## src/rtl/sram_bus_arbiter_pkg.sv

```systemverilog
// sram_bus_arbiter_pkg: owner encodings and fixed bus size shared by the arbiter files
package sram_bus_arbiter_pkg;
  localparam logic OWNER_INST = 1'b0;
  localparam logic OWNER_DATA = 1'b1;
  localparam logic [2:0] SIZE_WORD = 3'd2;
endpackage

```

## src/rtl/sram_bus_arbiter_owner_fifo.sv

```systemverilog
// sram_bus_arbiter_owner_fifo: 1-bit in-order FIFO recording which master owns each outstanding transaction
module sram_bus_arbiter_owner_fifo #(
  parameter int DEPTH = 4
) (
  input  logic                     clk,
  input  logic                     reset,
  input  logic                     push_i,
  input  logic                     pop_i,
  input  logic                     din_i,
  output logic                     dout_o,
  output logic                     full_o,
  output logic                     empty_o,
  output logic [$clog2(DEPTH):0]   count_o
);
  localparam int AW = $clog2(DEPTH);
  logic [DEPTH-1:0] mem_q;
  logic [AW-1:0] wr_q, wr_d, rd_q, rd_d;
  logic [AW:0] cnt_q, cnt_d;
  logic do_push, do_pop;
  assign full_o = cnt_q == (AW+1)'(DEPTH);
  assign empty_o = cnt_q == '0;
  assign do_push = push_i & !full_o;
  assign do_pop = pop_i & !empty_o;
  assign wr_d = wr_q + AW'(do_push);
  assign rd_d = rd_q + AW'(do_pop);
  assign cnt_d = cnt_q + (AW+1)'(do_push) - (AW+1)'(do_pop);
  assign dout_o = mem_q[rd_q];
  assign count_o = cnt_q;
  always_ff @(posedge clk) begin
    if (reset) begin
      wr_q <= '0;
      rd_q <= '0;
      cnt_q <= '0;
    end else begin
      wr_q <= wr_d;
      rd_q <= rd_d;
      cnt_q <= cnt_d;
    end
  end
  always_ff @(posedge clk) begin
    if (do_push) mem_q[wr_q] <= din_i;
  end
endmodule

```

## src/rtl/sram_bus_arbiter.sv

```systemverilog
// sram_bus_arbiter: shares one SRAM-like bus between the inst and data channels, routing responses in issue order
module sram_bus_arbiter
  import sram_bus_arbiter_pkg::*;
#(
  parameter int OUTSTANDING  = 4,
  parameter int STARVE_LIMIT = 8
) (
  input  logic                           clk,
  input  logic                           reset,
  input  logic                           inst_req,
  input  logic [31:0]                    inst_addr,
  output logic                           inst_addr_ok,
  output logic                           inst_data_ok,
  output logic [31:0]                    inst_rdata,
  input  logic                           data_req,
  input  logic                           data_wr,
  input  logic [3:0]                     data_wstrb,
  input  logic [31:0]                    data_addr,
  input  logic [2:0]                     data_size,
  input  logic [31:0]                    data_wdata,
  output logic                           data_addr_ok,
  output logic                           data_data_ok,
  output logic [31:0]                    data_rdata,
  output logic                           bus_req,
  output logic                           bus_wr,
  output logic [3:0]                     bus_wstrb,
  output logic [31:0]                    bus_addr,
  output logic [2:0]                     bus_size,
  output logic [31:0]                    bus_wdata,
  input  logic                           bus_addr_ok,
  input  logic                           bus_data_ok,
  input  logic [31:0]                    bus_rdata,
  output logic [$clog2(OUTSTANDING):0]   outstanding,
  output logic                           err_unexpected_ok
);
  localparam int SW = $clog2(STARVE_LIMIT + 1);
  logic [SW-1:0] starve_q, starve_d;
  logic err_q, err_d;
  logic full, empty, head, sel_inst, sel_data, fire, pop;
  assign sel_inst = inst_req & (!data_req | starve_q == SW'(STARVE_LIMIT));
  assign sel_data = data_req & !sel_inst;
  assign bus_req = (sel_inst | sel_data) & !full & !reset;
  assign fire = bus_req & bus_addr_ok;
  assign inst_addr_ok = fire & sel_inst;
  assign data_addr_ok = fire & sel_data;
  assign bus_wr = sel_data & data_wr;
  assign bus_wstrb = sel_data ? data_wstrb : '0;
  assign bus_addr = sel_inst ? inst_addr : sel_data ? data_addr : '0;
  assign bus_size = sel_inst ? SIZE_WORD : sel_data ? data_size : '0;
  assign bus_wdata = sel_data ? data_wdata : '0;
  // A response with nothing outstanding is dropped and only flagged
  assign pop = bus_data_ok & !empty & !reset;
  assign inst_data_ok = pop & (head == OWNER_INST);
  assign data_data_ok = pop & (head == OWNER_DATA);
  assign inst_rdata = bus_rdata;
  assign data_rdata = bus_rdata;
  assign err_unexpected_ok = err_q;
  always_comb begin
    starve_d = (!inst_req | inst_addr_ok) ? '0 :
               (data_addr_ok && starve_q != SW'(STARVE_LIMIT)) ? starve_q + 1'b1 : starve_q;
    err_d = err_q | (bus_data_ok & empty);
  end
  always_ff @(posedge clk) begin
    if (reset) begin
      starve_q <= '0;
      err_q <= 1'b0;
    end else begin
      starve_q <= starve_d;
      err_q <= err_d;
    end
  end
  sram_bus_arbiter_owner_fifo #(.DEPTH(OUTSTANDING)) u_fifo (
    .clk     (clk),
    .reset   (reset),
    .push_i  (fire),
    .pop_i   (pop),
    .din_i   (sel_data ? OWNER_DATA : OWNER_INST),
    .dout_o  (head),
    .full_o  (full),
    .empty_o (empty),
    .count_o (outstanding)
  );
endmodule
```

## config.mk

```make
export PLATFORM = sky130hd
export DESIGN_NAME = sram_bus_arbiter
export DESIGN_NICKNAME = d
export VERILOG_FILES = /design/src/rtl/sram_bus_arbiter_pkg.sv /design/src/rtl/sram_bus_arbiter_owner_fifo.sv /design/src/rtl/sram_bus_arbiter.sv
export SDC_FILE = /design/constraint.sdc
export NUM_CORES = 1
export LEC_CHECK = 0
export ABC_AREA = 1
export BUFFER_PORTS_ARGS = -buffer_cell sky130_fd_sc_hd__buf_2
export CORE_AREA = 2 2 113 115
export DETAILED_ROUTE_END_ITERATION = 6
export DIE_AREA = 0 0 115 117
export PLACE_DENSITY = 0.5
export SLEW_MARGIN = 15
export SYNTH_ARGS = -nofsm -noshare
export SYNTH_HDL_FRONTEND = slang
export SYNTH_SLANG_ARGS = --single-unit
```

## constraint.sdc

```tcl
create_clock -name clk -period 2.2 [get_ports clk]
set_clock_uncertainty 0.15 [all_clocks]
set_input_delay 0.22 -clock clk [delete_from_list [all_inputs] [get_ports clk]]
set_output_delay 0.22 -clock clk [all_outputs]
set_load 0.02 [all_outputs]
```

==> results of run 1 <==
[final timing paths]
check | startpoint | to | slack, ps | depth (start not counted)
setup / recovery | starve_q[0] | bus_addr[5] | 100 | 11
setup reg to reg | u_fifo.count_o[1] | u_fifo.count_o[2] | 230 | 9
hold / removal | bus_data_ok | err_unexpected_ok | 100 | 3
hold reg to reg | err_unexpected_ok | err_unexpected_ok | 300 | 2
[registers in the layout (all words and copies together) (netlist names)]
name,flops
u_fifo.rd_q,2
err_unexpected_ok,1
starve_q,4
u_fifo.wr_q,2
u_fifo.mem_q,4
u_fifo.count_o,3
[cell usage in the layout, fill, tap and decap left out, types with 2 or more instances in the layout]
cell type	n
sky130_fd_sc_hd__dfxtp_2	2
sky130_fd_sc_hd__xor2_1	2
sky130_fd_sc_hd__ha_1	6
sky130_fd_sc_hd__edfxtp_1	4
sky130_fd_sc_hd__nand2_1	108
sky130_fd_sc_hd__clkbuf_16	4
sky130_fd_sc_hd__xnor2_1	2
sky130_fd_sc_hd__buf_12	2
sky130_fd_sc_hd__nand2_4	4
sky130_fd_sc_hd__nor3_1	4
sky130_fd_sc_hd__a21oi_1	6
sky130_fd_sc_hd__inv_2	3
sky130_fd_sc_hd__buf_2	175
sky130_fd_sc_hd__nand3_1	9
sky130_fd_sc_hd__nor2_1	49
sky130_fd_sc_hd__nand2_2	4
sky130_fd_sc_hd__o21ai_0	5
sky130_fd_sc_hd__buf_4	20
sky130_fd_sc_hd__dfxtp_1	10
sky130_fd_sc_hd__inv_1	61
[per-stage QoR]
| stage | setup slack [ps] | util [%] | TNS, ps | hold WS [ps] |
|---|---|---|---|---|
| after detailed placement | 186.5 | 22.44 | 0 | 290.2 |
| after CTS | 5.306 | 23.17 | 0 | 95.06 |
| after global routing | -20.91 | 24.09 | -99.76 | 123.7 |
| after global placement | 187.3 | 22.44 | 0 | 290.2 |
| final | 102.5 | 24.09 | 0 | 97.84 |
| after floorplan | 190.1 | - | 0 | 141.2 |
[where the power goes]
group	internal, mW	switching (mW)	leakage, nW
Clock	0.241	0.116	0.0385
Combinational	0.296	0.453	1.77
Sequential	0.343	0.0356	0.135
[logic make-up after synthesis]
| kind of cell | count (synthesis) | synth area share (%) |
|---|---|---|
| flip-flops | 16 | 17.05 |
| XOR/XNOR | 4 | 1.658 |
| AND/OR/NAND/NOR | 183 | 36.41 |
| AO/OA/AOI/OAI | 11 | 2.605 |
| buffers and inverters | 139 | 37.77 |
| adder cells (fa/ha/maj) | 7 | 4.500 |
[worst max-delay path: stages, from the launching register on]
cell and delay [ps]:
sky130_fd_sc_hd__dfxtp_2 360, sky130_fd_sc_hd__inv_1 70, sky130_fd_sc_hd__ha_1 190, sky130_fd_sc_hd__nand3_1 90, sky130_fd_sc_hd__nand2_2 100, sky130_fd_sc_hd__nand2_4 100, sky130_fd_sc_hd__nand2_4 80, sky130_fd_sc_hd__clkinv_8 70
sky130_fd_sc_hd__buf_12 130, sky130_fd_sc_hd__nand2_1 60, sky130_fd_sc_hd__nand2_1 60, sky130_fd_sc_hd__buf_2 160
[layout make-up]
cell class                      instances  area, µm²
Clock buffer                            3      75.07
Clock inverter                          1      3.754
Fill cell                            1448       9346
Inverter                               65      256.5
Multi-Input combinational cell        205      962.2
Sequential cell                        16      362.8
Tap cell                              150      187.7
Timing Repair Buffer                  200       1117
[per-layer routing]
metal | routed length (µm) | vias to the layer above | GRT usage [%] | share of wire, %
li1 | - | 1243 | - | -
met1 | 3361 | 998 | 13.06 | 41
met2 | 4031 | 135 | 17.88 | 50
met3 | 655 | 6 | 3.141 | 8.1
met4 | 56 | 0 | 2.490 | 0.69
met5 | 0 | - | 0 | 0
[repair_timing]
item                                    in CTS  in global routing
setup buffers                                0                  4
endpoints found under the setup margin      31                 64
gates resized for setup                      4                 21
pin swaps                                    0                  2
gates cloned                                 0                  1
==> impl_summary.txt, run 1 <==
----------------------------------------------------
[GRT]
  Grt total ovfl ... 0
  Via count of the first global-routing pass ... just over 2000
  First-pass GRT wire length ... 10960 µm
  Global routing usage summed across all routing layers ... between 10% and 20%
  Antenna violations before repair ... 0
  Pin count of the biggest net entering global routing ... just over 40

[Yosys]
  Number of enable flip-flop cells after synthesis ... 4
  Number of warning messages in the yosys log ... 0
  Sequential-to-total area share from yosys stat ... 17.05%
  Synthesis-stage register bit count ... 16
  Portion of synthesized cell area occupied by the leading cell type ... roughly 23%
  Post-synthesis net count ... 509
  Avg Synthesized Cell Area ... about 6 µm²
  Flip-flop cell with the highest count after synthesis ... sky130_fd_sc_hd__dfxtp_1
  Leading cell types by count after synthesis ... sky130_fd_sc_hd__nand2_1 (109), sky130_fd_sc_hd__buf_4 (65), sky130_fd_sc_hd__inv_1 (61)
  Leading post-synthesis cells by cell area ... sky130_fd_sc_hd__buf_4 (23%), sky130_fd_sc_hd__nand2_1 (19%), sky130_fd_sc_hd__dfxtp_1 (11%)
  Async set-or-reset flop fraction in the synthesized netlist ... 0%
  Post-synthesis cell count ... 360
  Post-synthesis instance area ... roughly 2100 µm²
  Unique masters post-synth ... 24
  Most instantiated library cell after synthesis ... sky130_fd_sc_hd__nand2_1
  Library cell with the largest summed area after synthesis ... sky130_fd_sc_hd__buf_4

[Worst setup path]
  Top fanout value on the critical path ... 17
  Critical Path End Type ... output pin
  Worst Path Class, Setup ... reg2out
  Type of element launching the critical path ... flip-flop
  Critical Path RT ... between 1500 and 2000 ps
  Signal arrival time at the worst endpoint ... ~1700 ps

[Final layout]
  Fin nets ... between 600 and 700
  Final Non-Filler Cells ... 640
  Antenna Diode Count ... 0
  Area of all placed cells without fillers ... roughly 3000 µm²
  Fraction of layout instances using a drive strength above 1 ... about 45%
  Area delta synth->final ... 40.32%

[Placed design]
  DPL Wire Length ... 6657 µm
  Count of input and output buffers ... 190
  Placed Cells ... about 630
  Post-Place Cell Area ... between 2000 and 3000 µm²
  Placer congestion estimate ... 0.7592

[Route]
  Post-route antenna net violation count ... 0
  Detailed-router iteration count before antenna repair ... 4
  Starting DRC count in detailed routing ... between 60 and 70
  Avg WL per Cell ... roughly 13 µm
  DRC ... 0
  Total Wirelength ... 8105 µm
  Via count of the routed design ... 2382
  Via-to-Cell Ratio ... ~3.7

[Floorplanning]
  Vertical die dimension ... between 100 and 150 µm
  Boundary Pins ... 287
  DIE WIDTH ... approximately 120 µm
  Die outline area ... ~13000 µm²
  Area of the core region ... roughly 12000 µm²
  Initial Utilization ... between 10% and 20%
  Site row count ... 41

[Clock network]
  Depth of the CTS H-tree ... 1
  Root buf cell ... sky130_fd_sc_hd__clkbuf_16
  Worst-path clk slew ... ~50 ps
  CTS tree ... yes
  Clk sinks ... 16
  Source-to-sink clock delay at the later pin of the worst-skew pair ... between 200 and 300 ps
  CTS Buf Count ... 3
  Buffer levels on the longest clock path ... 2
  Number of buffers added to fix hold violations after cts ... 0

[Timing]
  Highest attainable clock frequency ... 0.4768 GHz
  Slew at the pin closest to its max-slew limit ... ~230 ps
  Final critical-path required period ... 2098 ps
  Final Cycle Share ... a little over nine tenths
  Final-report hold violation count ... 0
  Relative slew slack ... roughly 84%
  Unrepaired setup endpoints after global routing ... true
  Number of pins exceeding their max-slew limit in the final report ... 0
  Final setup violation count ... 0

[Power]
  Total power per unit cell area ... around 500 nW/µm²
  Power consumption ... 1.485 mW
  Static Leakage ... between 1.5 and 2 nW
  VDD IR-drop max ... roughly 240 µV

[Status]
  Result of the run ... finished, final reports clean

[Min path]
  Class of the tightest hold or removal check ... in2reg

[Flow run]
  Max cap viols ... 0

----------------------------------------------------
Note: power is estimated with default switching activity, not from simulation.
==> inputs of run 2 (changes only) <==
--- a/config.mk
+++ b/config.mk
@@ -5,11 +5,10 @@
 export SDC_FILE = /design/constraint.sdc
 export NUM_CORES = 1
 export LEC_CHECK = 0
-export ABC_AREA = 1
 export BUFFER_PORTS_ARGS = -buffer_cell sky130_fd_sc_hd__buf_2
-export CORE_AREA = 2 2 113 115
+export CORE_AREA = 2 2 112 114
 export DETAILED_ROUTE_END_ITERATION = 6
-export DIE_AREA = 0 0 115 117
+export DIE_AREA = 0 0 114 116
 export PLACE_DENSITY = 0.5
 export SLEW_MARGIN = 15
 export SYNTH_ARGS = -nofsm -noshare
==> run 2 against run 1 <==
Worst hold slack got worse by 32 ps. Clock-buffer cell count is 1 higher. Largest cell class unchanged. Wire length shrank 6.0%. Sequential share of layout area rose by 0.15 points. Area after synthesis decreased by 4.6%. Total power is 0.23% higher.
==> impl_summary.txt, run 2 <==
----------------------------------------------------
[Power]
  Static Leakage ... 1.783 nW
  VDD IR-drop max ... 222.8 µV
  Total power per unit cell area ... a little over 500 nW/µm²

[Min path]
  Number of stages on the worst hold path ... 3
  Class of the tightest hold or removal check ... in2reg

[Yosys]
  Leading cell types by count after synthesis ... sky130_fd_sc_hd__nand2_1 (69), sky130_fd_sc_hd__buf_4 (64), sky130_fd_sc_hd__and3_1 (41)
  Async set-or-reset flop fraction in the synthesized netlist ... 0%
  Unique masters post-synth ... 31
  Leading post-synthesis cells by cell area ... sky130_fd_sc_hd__buf_4 (24%), sky130_fd_sc_hd__nand2_1 (13%), sky130_fd_sc_hd__and3_1 (13%)
  Sequential-to-total area share from yosys stat ... ~18%
  Post-synthesis instance area ... a little over 2000 µm²
  Avg Synthesized Cell Area ... ~6.6 µm²
  Synthesis-stage register bit count ... 16
  Portion of synthesized cell area occupied by the leading cell type ... between 20% and 30%
  Post-synthesis net count ... roughly 450
  Number of enable flip-flop cells after synthesis ... 4
  Post-synthesis cell count ... between 300 and 400
  Most instantiated library cell after synthesis ... sky130_fd_sc_hd__nand2_1
  Library cell with the largest summed area after synthesis ... sky130_fd_sc_hd__buf_4
  Flip-flop cell with the highest count after synthesis ... sky130_fd_sc_hd__dfxtp_1
  Number of warning messages in the yosys log ... 0

[GRT]
  Antenna violations before repair ... 0
  Grt total ovfl ... 0
  First-pass GRT wire length ... about 11000 µm
  Global routing usage summed across all routing layers ... 9.935%
  Pin count of the biggest net entering global routing ... 44
  Via count of the first global-routing pass ... 2149

[Final layout]
  Antenna Diode Count ... 0
  Fraction of layout instances using a drive strength above 1 ... between 50 and 60%
  Multi-input combinational cell area ... between 1000 and 1500 µm²
  Area delta synth->final ... 46.77%
  Commonest non-fill, non-tap cells in the layout ... sky130_fd_sc_hd__buf_2 (161), sky130_fd_sc_hd__nand2_1 (69), sky130_fd_sc_hd__and3_1 (41)
  FILL cells ... about 1300
  Fin nets ... around 580
  Area occupied by registers ... around 370 µm²
  Most common cell after layout, fill and taps aside ... sky130_fd_sc_hd__buf_2

[Floorplanning]
  Boundary Pins ... 287
  Initial Utilization ... between 10% and 20%
  Site row count ... 40
  Vertical die dimension ... between 100 and 150 µm
  DIE WIDTH ... between 100 and 150 µm
  Die outline area ... 13220 µm²
  Area of the core region ... ~12000 µm²

[Timing]
  Worst Setup Slack, final ... around 30 ps
  Final Cycle Share ... slightly below 100%
  Accumulated negative setup slack ... 0 ps
  Highest attainable clock frequency ... roughly 0.46 GHz
  Slew at the pin closest to its max-slew limit ... 395.8 ps
  Number of pins exceeding their max-slew limit in the final report ... 0
  Relative slew slack ... approximately 74%
  Final critical-path required period ... 2170 ps
  Unrepaired setup endpoints after global routing ... true
  Tightest hold margin ... around 66 ps
  Final setup violation count ... 0
  Final-report hold violation count ... 0

[Worst setup path]
  Critical Path End Type ... output pin
  Most prevalent standard cell on the critical path ... sky130_fd_sc_hd__buf_4
  Crit path max-delay cell type ... sky130_fd_sc_hd__dfxtp_2
  Path depth of the worst reg2reg path ... 9
  Worst-path cell chain ... inv_1 > ha_1 > nand3b_1 > a21bo_4 > buf_4 > buf_12 > and3_1 > buf_4
  Worst Path Class, Setup ... reg2out
  Signal arrival time at the worst endpoint ... ~1800 ps
  Type of element launching the critical path ... flip-flop
  Critical Path RT ... 1830 ps
  Top fanout value on the critical path ... 40
  Max stage delay on crit path ... ~340 ps

[Route]
  Starting DRC count in detailed routing ... between 70 and 80
  Detailed-router iteration count before antenna repair ... 4
  DRC ... 0
  Via count of the routed design ... 2383
  Post-route antenna net violation count ... 0
  Avg WL per Cell ... around 13 µm
  Via-to-Cell Ratio ... approximately 4.2
  Total Wirelength ... 7620 µm

[Clock network]
  Depth of the CTS H-tree ... 1
  CTS tree ... yes
  Clk sinks ... 16
  Root buf cell ... sky130_fd_sc_hd__clkbuf_16
  Buffer levels on the longest clock path ... 2
  CTS Buf Count ... 3
  Source-to-sink clock delay at the later pin of the worst-skew pair ... 240 ps
  Worst-path clk slew ... ~50 ps

[Status]
  Result of the run ... finished, final reports clean

[Placed design]
  DPL Wire Length ... roughly 6000 µm
  Worst slack, placed ... roughly 6.4 ps
  Count of input and output buffers ... 190
  Placer congestion estimate ... about 0.76

[Flow run]
  Max cap viols ... 0

----------------------------------------------------
==> run 2: power breakdown <==
group | total [mW] | switching, mW | internal [mW]
Combinational | 0.755 | 0.400 | 0.354
Clock | 0.357 | 0.111 | 0.245
Sequential | 0.377 | 0.0368 | 0.340
==> run 2: layout make-up <==
cell class / count / share of cell area, %
clock buffer: 4 / 2.663
inverter: 9 / 1.141
multi-input combinational: 193 / 37.24
sequential: 16 / 12.38
tap: 147 / 6.213
timing repair buffer: 203 / 40.36
==> run 2: what timing repair did <==
action / CTS / global route
buffers inserted: 1 / 2
gates cloned: 1 / 0
gates resized for setup: 5 / 36
setup endpoints to repair: 37 / 35
pin swaps: 1 / 1
hold buffers: 0 / 0
==> run 2: path summary, 6_finish.rpt <==
| kind | from | slack, ps | to |
|---|---|---|---|
| max reg2reg | u_fifo.count_o[0] | 90 | u_fifo.count_o[2] |
| min | bus_data_ok | 70 | err_unexpected_ok |
| max | starve_q[0] | 30 | bus_wdata[22] |
| min reg2reg | err_unexpected_ok | 310 | err_unexpected_ok |
==> run 2: kinds of logic after synthesis <==
kind of cell / Yosys count / synth area share, %
mux: 1 / 1.117
flops: 16 / 17.87
simple gates: 172 / 41.87
xor+xnor: 4 / 1.737
compound gates: 9 / 2.978
buf+inv: 95 / 29.71
fa+ha+maj: 7 / 4.715
==> run 2: stage by stage <==
stage	total power, mW	util (%)	cell area, µm²	instances
after floorplan	0.9539	-	2031	304
after global placement	1.056	22.74	2709	564
after detailed placement	1.065	22.74	2709	564
after CTS	1.457	23.92	2849	570
after global routing	1.590	24.85	2960	572
final	1.489	24.85	2960	572
==> run 2: critical path: cells and delay by family, from the launching register on <==
kind | cells | cell delay, ps
AOI/OAI and AO/OA | 1 | 250
adders and majority gates | 1 | 130
buffers and inverters | 4 | 500
DFF | 1 | 340
and+or+nand+nor | 2 | 320
==> run 2: routing by layer <==
layer  vias up  wire length [µm]  global-route usage (%)
met5         -                 0                       0
met4         0                24                   1.707
met3         4               581                   2.406
met2       121              4078                   19.29
met1      1082              2935                   11.08
li1       1176                 -                       -
==> inputs of run 3 (changes only) <==
--- a/config.mk
+++ b/config.mk
@@ -6,10 +6,11 @@
 export NUM_CORES = 1
 export LEC_CHECK = 0
 export BUFFER_PORTS_ARGS = -buffer_cell sky130_fd_sc_hd__buf_2
-export CORE_AREA = 2 2 112 114
+export CORE_AREA = 2 2 111 113
+export CTS_BUF_LIST = sky130_fd_sc_hd__clkbuf_2 sky130_fd_sc_hd__clkbuf_4 sky130_fd_sc_hd__clkbuf_8
 export DETAILED_ROUTE_END_ITERATION = 6
-export DIE_AREA = 0 0 114 116
-export PLACE_DENSITY = 0.5
+export DIE_AREA = 0 0 113 115
+export PLACE_DENSITY = 0.53
 export SLEW_MARGIN = 15
 export SYNTH_ARGS = -nofsm -noshare
 export SYNTH_HDL_FRONTEND = slang
==> constraint.sdc (replaced) <==
create_clock -name clk -period 1.87 [get_ports clk]
set_clock_uncertainty 0.15 [all_clocks]
set_input_delay 0.187 -clock clk [delete_from_list [all_inputs] [get_ports clk]]
set_output_delay 0.187 -clock clk [all_outputs]
set_load 0.02 [all_outputs]
==> run 3 against run 2 <==
The run now ends with design-rule violations, negative setup slack left. Cell area rose by 47%. Sequential share of layout area fell by 3.8 points. Core utilization rose by 12 points. Critical endpoint is now bus_addr[1].
==> impl_summary.txt, run 3 (synthesis gave the netlist of run 2 again) <==
----------------------------------------------------
[Status]
  Result of the run ... complete, but fails checks
  Failing checks ... design-rule violations, negative setup slack

[Worst setup path]
  Critical Path End Type ... output pin
  R2r endpoint ... u_fifo.count_o[1]
  Type of element launching the critical path ... flip-flop
  Worst Path Class, Setup ... reg2out
  Critical path destination ... bus_addr[1]
  Max stage delay on crit path ... 330 ps
  Crit path max-delay family ... buffers and inverters
  Path depth of the worst reg2reg path ... 6
  Origin of the worst setup path ... starve_q[1]
  Startpoint of the worst register-to-register path ... u_fifo.count_o[2]
  Signal arrival time at the worst endpoint ... ~1800 ps
  Crit path max-delay cell type ... sky130_fd_sc_hd__dfxtp_2
  Cell depth of the worst setup path ... 9
  R2R setup slack ... -200 ps
  Critical Path RT ... 1530 ps
  Worst-path cell chain ... inv_2 > ha_4 > nand3b_1 > a21bo_4 > buf_12 > clkbuf_16 > nand3_1 > nand2_1 > buf_6
  Count of buffering cells on the critical path with inverters included ... 4
  Top fanout value on the critical path ... 5

[Clock network]
  CTS tree ... yes
  Clk sinks ... 16
  Depth of the CTS H-tree ... 1
  Source-to-sink clock delay at the later pin of the worst-skew pair ... between 200 and 300 ps
  Buffer levels on the longest clock path ... 2
  Worst-path clk slew ... approximately 70 ps
  Root buf cell ... sky130_fd_sc_hd__clkbuf_8
  CTS Buf Count ... 3

[Route]
  Via count of the routed design ... 2656
  Starting DRC count in detailed routing ... 93
  Detailed-router iteration count before antenna repair ... 6
  DRC ... 7
  Via-to-Cell Ratio ... between 4 and 5
  Post-route antenna net violation count ... 0
  Avg WL per Cell ... ~18 µm
  Total Wirelength ... ~11000 µm

[Final layout]
  FILL cells ... between 1000 and 1500
  Fraction of layout instances using a drive strength above 1 ... between 70% and 80%
  Final Non-Filler Cells ... roughly 600
  Commonest non-fill, non-tap cells in the layout ... sky130_fd_sc_hd__buf_2 (117), sky130_fd_sc_hd__buf_6 (82), sky130_fd_sc_hd__nand2_1 (42)
  Area delta synth->final ... 115.5%
  Fin nets ... between 600 and 700
  Most common cell after layout, fill and taps aside ... sky130_fd_sc_hd__buf_2

[Timing]
  Highest attainable clock frequency ... 0.4678 GHz
  Final setup violation count ... approximately 80
  Worst Setup Slack, final ... -267.8 ps
  Relative slew slack ... a little over half
  Unrepaired setup endpoints after global routing ... true
  Number of pins exceeding their max-slew limit in the final report ... 0
  Slew at the pin closest to its max-slew limit ... just over 700 ps
  Final Cycle Share ... 114.3%
  Final critical-path required period ... 2138 ps
  Final-report hold violation count ... 0

[GRT]
  Global routing usage summed across all routing layers ... ~13%
  First-pass GRT wire length ... 13720 µm
  Pin count of the biggest net entering global routing ... 60
  Grt total ovfl ... 0
  Via count of the first global-routing pass ... ~2500
  Antenna violations before repair ... 2

[Placed design]
  DPL Wire Length ... roughly 6900 µm
  Count of input and output buffers ... 190
  Worst slack, placed ... -268.2 ps
  Placer congestion estimate ... around 0.79
  Placed Cells ... ~570

[Power]
  VDD IR-drop max ... between 150 and 200 µV
  Sequential Power Share ... around 22%
  Net Sw Frac ... between 30% and 40%
  Internal Dissipation ... around 1.3 mW
  Total power per unit cell area ... approximately 470 nW/µm²
  Combinational fraction of design power ... 62.8%
  Static Leakage ... 2.113 nW
  Switching pwr ... between 0.7 and 0.8 mW
  Clock Power Share ... 15.0%

[Floorplanning]
  Initial Utilization ... 17.08%
  Site row count ... 40
  Die outline area ... approximately 13000 µm²
  DIE WIDTH ... approximately 110 µm
  Boundary Pins ... between 200 and 300
  Vertical die dimension ... about 120 µm
  Area of the core region ... ~12000 µm²

[Flow run]
  Max cap viols ... 0

[Min path]
  Class of the tightest hold or removal check ... in2reg

----------------------------------------------------
run 3: cell count changes in the layout (fill, tap and decap cells not counted), sizes merged:
| cell | previous run | this run |
|---|---|---|
| buf | 202 | 226 |
| clkbuf | 4 | 11 |
| bufbuf | 1 | 0 |
| clkinv | 0 | 1 |
| diode | 0 | 1 |
| inv | 9 | 8 |
run 3: routing by layer:
metal | vias up | global-route usage [%] | wire (µm)
li1 | 1245 | - | -
met1 | 1227 | 16.43 | 4162
met2 | 178 | 23.39 | 5471
met3 | 6 | 4.059 | 923
met4 | 0 | 2.764 | 48
met5 | - | 0 | 0
run 3: tightest hold or removal path: stages:
cell                      delay (ps)
sky130_fd_sc_hd__buf_2            80
sky130_fd_sc_hd__a21oi_1          50
sky130_fd_sc_hd__nor2_1           70
run 3: area by class of cell:
cell class	instances	area (µm²)	area share, %
Clock buffer	4	55.05	1.267
Antenna cell	1	2.502	0.05757
Timing Repair Buffer	233	2082	47.90
Sequential cell	16	371.6	8.549
Multi-Input combinational cell	193	1613	37.10
Inverter	9	38.79	0.8923
Tap cell	147	183.9	4.231
run 3: what timing repair did:
action                     CTS  global route
hold endpoints to repair     0             0
buffers inserted             8             4
gates cloned                 6            10
setup endpoints to repair   85            85
hold buffers                 0             0
resized for setup          192            90
pin swaps                   20            70
run 3: worst min-delay path by stage:
stage	from	to	slack, ps	depth (start not counted)
after floorplan	bus_data_ok	err_unexpected_ok	180	2
final	bus_data_ok	err_unexpected_ok	40	3
after global routing	bus_data_ok	err_unexpected_ok	50	3
after CTS	bus_data_ok	err_unexpected_ok	40	3
after detailed placement	bus_rdata[31]	data_rdata[31]	220	0
after global placement	bus_rdata[31]	data_rdata[31]	220	0
run 3: through the flow:
step	area [µm²]	hold slack (ps)	TNS [ps]	utilization (%)	power, mW
6_report	4347	38.26	-16440	36.80	2.062
5_1_grt	4347	52.87	-21960	36.80	2.186
4_1_cts	3780	42.95	-14360	32.00	1.914
3_5_place_dp	2796	224.2	-1420	23.68	1.302
3_3_place_gp	2796	224.2	-996.3	23.68	1.284
2_1_floorplan	2064	177.7	-751.0	-	1.141
run 3: power by group through the flow:
| stage | combinational [mW] | clock (mW) | sequential (mW) |
|---|---|---|---|
| finish | 1.30 | 0.308 | 0.458 |
| global route | 1.39 | 0.331 | 0.466 |
| CTS | 1.15 | 0.310 | 0.454 |
| detailed placement | 0.858 | 0 | 0.444 |
| global placement | 0.843 | 0 | 0.440 |
| floorplan | 0.666 | 0 | 0.475 |
